`config.mk`:
```
export PLATFORM = sky130hd
export DESIGN_NAME = car_sensor_iface
export DESIGN_NICKNAME = d
export VERILOG_FILES = /design/src/rtl/car_sensor_iface.sv
export SDC_FILE = /design/constraint.sdc
export NUM_CORES = 1
export LEC_CHECK = 0
export CAP_MARGIN = 40
export CORE_ASPECT_RATIO = 0.6
export CORE_MARGIN = 2
export CORE_UTILIZATION = 56
export CTS_CLUSTER_DIAMETER = 200
export DETAILED_ROUTE_END_ITERATION = 6
export GPL_ROUTABILITY_DRIVEN = 0
export PLACE_DENSITY = 0.83
export RECOVER_POWER = 100
export SYNTH_ARGS = -nofsm -noshare
export SYNTH_HDL_FRONTEND = slang
export SYNTH_SLANG_ARGS = --single-unit
```
`constraint.sdc`:
```
create_clock -name clock -period 2.6 [get_ports clock]
set_clock_uncertainty 0.1 [all_clocks]
set_input_delay 0.52 -clock clock [delete_from_list [all_inputs] [get_ports clock]]
set_output_delay 0.52 -clock clock [all_outputs]
set_load 0.01 [all_outputs]
```
`src/rtl/car_sensor_iface.sv`:
```
// Vehicle loop detector front end: synchronize, debounce and latch EW/NS service requests.
// Optional saturating wait-time counters are enabled with macro TRAFFIC_WAIT_CNT_EN.
module car_sensor_iface #(
   parameter int unsigned DEBOUNCE = 4,
   parameter int unsigned WAIT_W   = 8
) (
   input  logic              clock,
   input  logic              reset,
   input  logic              ew_loop_raw,
   input  logic              ns_loop_raw,
   input  logic              EWLite,
   input  logic              NSLite,
   output logic              EWCar,
   output logic              NSCar,
   output logic [WAIT_W-1:0] ew_wait,
   output logic [WAIT_W-1:0] ns_wait
);

   typedef enum logic [1:0] {ABSENT, RISE, PRESENT, FALL} deb_state_t;

   localparam logic [7:0] DEB_MAX = 8'(DEBOUNCE);

   // Index 0 is east-west, index 1 is north-south.
   logic [1:0] raw, lite;
   logic [1:0] sync1_q, sync1_d, sync2_q, sync2_d;
   logic [1:0] deb;
   logic [1:0] req_q, req_d;
   deb_state_t state_q [2];
   deb_state_t state_d [2];
   logic [7:0] cnt_q [2];
   logic [7:0] cnt_d [2];

   assign raw  = {ns_loop_raw, ew_loop_raw};
   assign lite = {NSLite, EWLite};

   always_comb begin
      sync1_d = raw;
      sync2_d = sync1_q;
      state_d = state_q;
      cnt_d   = cnt_q;
      deb     = '0;
      req_d   = req_q;
      for (int unsigned i = 0; i < 2; i++) begin
         case (state_q[i])
            ABSENT: begin
               if (sync2_q[i]) begin
                  state_d[i] = RISE;
                  cnt_d[i]   = 8'd1;
               end
            end
            RISE: begin
               if (!sync2_q[i]) begin
                  state_d[i] = ABSENT;
                  cnt_d[i]   = '0;
               end else if (cnt_q[i] == DEB_MAX) begin
                  state_d[i] = PRESENT;
                  cnt_d[i]   = '0;
               end else begin
                  cnt_d[i] = cnt_q[i] + 8'd1;
               end
            end
            PRESENT: begin
               deb[i] = 1'b1;
               if (!sync2_q[i]) begin
                  state_d[i] = FALL;
                  cnt_d[i]   = 8'd1;
               end
            end
            FALL: begin
               deb[i] = 1'b1;
               if (sync2_q[i]) begin
                  state_d[i] = PRESENT;
                  cnt_d[i]   = '0;
               end else if (cnt_q[i] == DEB_MAX) begin
                  state_d[i] = ABSENT;
                  cnt_d[i]   = '0;
               end else begin
                  cnt_d[i] = cnt_q[i] + 8'd1;
               end
            end
            default: begin
               state_d[i] = ABSENT;
               cnt_d[i]   = '0;
            end
         endcase
         // Own green clears the request and takes priority over a new set.
         if (lite[i]) req_d[i] = 1'b0;
         else if (deb[i]) req_d[i] = 1'b1;
      end
   end

   always_ff @(posedge clock or posedge reset) begin
      if (reset) begin
         sync1_q <= '0;
         sync2_q <= '0;
         req_q   <= '0;
         for (int unsigned i = 0; i < 2; i++) begin
            state_q[i] <= ABSENT;
            cnt_q[i]   <= '0;
         end
      end else begin
         sync1_q <= sync1_d;
         sync2_q <= sync2_d;
         req_q   <= req_d;
         for (int unsigned i = 0; i < 2; i++) begin
            state_q[i] <= state_d[i];
            cnt_q[i]   <= cnt_d[i];
         end
      end
   end

   assign EWCar = req_q[0];
   assign NSCar = req_q[1];

`ifdef TRAFFIC_WAIT_CNT_EN
   logic [WAIT_W-1:0] wait_q [2];
   logic [WAIT_W-1:0] wait_d [2];

   always_comb begin
      wait_d = wait_q;
      for (int unsigned i = 0; i < 2; i++) begin
         if (!req_q[i]) wait_d[i] = '0;
         else if (wait_q[i] != '1) wait_d[i] = wait_q[i] + 1'b1;
      end
   end

   always_ff @(posedge clock or posedge reset) begin
      if (reset) begin
         for (int unsigned i = 0; i < 2; i++) wait_q[i] <= '0;
      end else begin
         for (int unsigned i = 0; i < 2; i++) wait_q[i] <= wait_d[i];
      end
   end

   assign ew_wait = wait_q[0];
   assign ns_wait = wait_q[1];
`else
   assign ew_wait = '0;
   assign ns_wait = '0;
`endif

endmodule

```
==> impl_metrics.yaml <==
power:
  totalPowerFinal_w: 0.00138
  cellPowerDensity_nw_per_um2: 923
  max_rail_drop_vdd_uv: 591
  total_leakage_power_nw: 0.686
finish:
  n_fill_cell: 164
  share_of_post_route_cells_with_drive_strength_above_1_pct: 6.76
  layout.nets: 159
  diodes: 0
  syn2layout_area_growth_pct: 6.72
  ff_latch_area_um2: 651
  multi_input_comb_area_um2: 627
clock_tree:
  cts.sinks: 26
  cts_setup_buffers: 0
  clk_pin_slew_ns: 0.09
  htree_levels: 1
  postCtsHoldBufs: 0
  max-clock-path-buffers: 2
  cts_tree: "yes"
  clock_tree.root_cell: "clkbuf_8"
  cts-buffers-inserted: 3
  cts_resized: 0
  insertion_delay_ns: 0.27
routing:
  drc_errors: 0
  route.detailed.wl_per_inst_um: 13.8
  finalWirelength_um: 2460
  ant_nets: 0
  num_vias: 964
  vias_per_cell: 5.42
  drt_iter0_markers: 62
  firstDrtPassIters: 4
worst_setup_path:
  data_required_time_at_the_worst_endpoint_ns: 2.71
  timing.critical_path.arrival_ns: 2.26
  timing_worst_setup_path_type: "flop to flop"
  end_kind: "flop"
  path_max_fanout: 12
  worstSetupStartpointType: "flop"
flow_run:
  drv_cap: 0
yosys:
  synth.top_cell.area_share_pct: 46.6
  yosys.area.top_type: "dfrtp_1"
  seq_area_frac_synth_pct: 46.6
  syn_inst: 137
  synth_adder_area_share_pct: 3.58
  yosys.cell_count.top_type: "dfrtp_1"
  combinational_family_with_the_most_area_after_synthesis: "simple AND/OR/NAND/NOR gates"
  post_synth_most_frequent_cells: "26 x dfrtp_1, 17 x buf_4, 13 x nand2_1, 9 x a21oi_1"
  synth_seq_cells: 26
  synthFlopType: "dfrtp_1"
  synth_mux_area_share_pct: 1.61
  synth_compound_gate_area_share_pct: 15.6
  synthesis.area_um2: 1400
  synth-edff-count: 0
  yosysWarnings: 0
  synthTopCellsByArea: "dfrtp_1 47%, buf_4 9.1%, ha_1 3.6%"
  synthesized_area_per_cell_um2: 10.2
  netlist-cell-type-count: 30
  post_synth_xor_area_fraction_pct: 3.76
  synthArstFlopShare_pct: 100
  yosys.area_share.simple_pct: 17.6
timing:
  period_needed_ns: 2.15
  post-route-period-util_pct: 82.8
  finalSetupTns_ns: 0
  timing.final.max_slew_violations: 0
  report.final.hold_viol_count: 0
  max_clock_freq_ghz: 0.465
  grt_setup_unrepaired: "false"
  actual_slew_at_the_worst_max_slew_pin_ns: 1.33
  relSlewSlack_pct: 11.0
  finalSetupViolCount: 0
grt:
  global_route_wire_length_before_repair_um: 3840
  maximum_number_of_pins_on_one_net_before_global_route_repair: 27
  gr-total-overflow: 0
  antenna_found_initial: 0
  grt_pass1_vias: 797
  gr-usage-all-layers_pct: 18.3
floorplanning:
  num_io_pins: 24
  dieHeight_um: 42.7
  fp.dieW_um: 68.5
  rows: 13
  initial_core_util_pct: 61.8
  die-area_um2: 2920
  core_region_area_um2: 2260
min_path:
  min_delay_worst_type: "flop to flop"
outcome:
  status: "completed"
placement:
  io_buffers: 7
  detailedPlacementHpwl_um: 1780
layout make-up:
| class | instances | area share, % |
|---|---|---|
| Sequential cell | 26 | 43.7 |
| Multi-Input combinational cell | 102 | 42.1 |
| Timing Repair Buffer | 9 | 5.21 |
| Clock buffer | 3 | 2.77 |
| Tap cell | 30 | 2.52 |
| Clock inverter | 1 | 2.02 |
| Inverter | 7 | 1.76 |
power breakdown:
part | switching, W | internal, W | total [W]
Combinational | 0.000282 | 0.000185 | 0.000467
Sequential | 0.0000965 | 0.000484 | 0.000581
Clock | 0.000122 | 0.000206 | 0.000328
Total | 0.000500 | 0.000875 | 0.00138
cell families after synthesis:
group,count (synthesis)
other,1
AOI/OAI and AO/OA,30
xor gates and xnor gates,6
adders and majority gates,4
muxes,2
and+or+nand+nor,44
DFF,26
buffers and inverters,24
path summary, 6_finish.rpt:
check	from	to	slack (ns)	cells past startpoint
min	sync1_q[1]$_DFF_PP0_	sync2_q[1]$_DFF_PP0_	0.26	0
max in group asynchronous	reset	cnt_q[13]$_DFFE_PP0P_	0.60	3
min in group asynchronous	reset	cnt_q[9]$_DFFE_PP0P_	1.02	3
min reg2reg	sync1_q[1]$_DFF_PP0_	sync2_q[1]$_DFF_PP0_	0.26	0
max reg2reg	cnt_q[0]$_DFFE_PP0P_	cnt_q[6]$_DFFE_PP0P_	0.45	7
max	cnt_q[0]$_DFFE_PP0P_	cnt_q[6]$_DFFE_PP0P_	0.45	7
sequential cells by signal, summed over array words and instances, names as in the netlist, named ones only:
signal and count:
state_q 2, sync1_q 2, req_q 2, cnt_q 16, sync2_q 2
critical path, cell delays in order (launching register included):
cell and delay, ns:
dfrtp_1 0.44, inv_1 0.08, ha_1 0.20, nor4b_1 0.16
a211oi_2 0.22, clkbuf_1 0.42, or3b_1 0.39, nand3_1 0.08
placed cells by master, fill, tap and decap left out:
cell / n
a21oi_1: 9
or3b_1: 1
mux2_2: 2
o21a_1: 2
and4_1: 1
and2_2: 1
a31oi_1: 7
a211oi_2: 1
dlygate4sd3_1: 7
and2_1: 1
nand2_1: 13
xor2_1: 1
nor3b_1: 1
a21o_1: 1
ha_1: 4
nand2b_1: 3
nor2_1: 8
and3_1: 3
inv_1: 7
a311oi_4: 1
nor3_1: 1
dfrtp_1: 26
nand3_1: 8
and2_0: 1
bufinv_16: 1
o21ai_0: 3
a22o_1: 5
clkbuf_8: 3
nor4b_1: 2
o21ai_2: 1
conb_1: 16
clkbuf_1: 2
xnor2_1: 5
per-stage QoR:
| step | cells | hold WS, ns | util [%] | setup WS [ns] | instance area (um2) |
|---|---|---|---|---|---|
| after floorplan | 152 | 0.231 | - | 0.959 | 1450 |
| final | 178 | 0.263 | 65.9 | 0.448 | 1490 |
| after global routing | 178 | 0.275 | 65.9 | 0.292 | 1490 |
| after detailed placement | 174 | 0.244 | 64.0 | 0.728 | 1450 |
| after global placement | 174 | 0.234 | 64.0 | 0.782 | 1450 |
| after CTS | 178 | 0.263 | 67.2 | 0.691 | 1520 |
metal layers:
metal  global-route usage [%]  part of all wire, %
met5                        0                    0
met2                     23.7                   42
met3                     6.37                  6.6
met1                     28.4                   50
met4                     5.60                  1.1
Power figures use the tool's default switching activity.
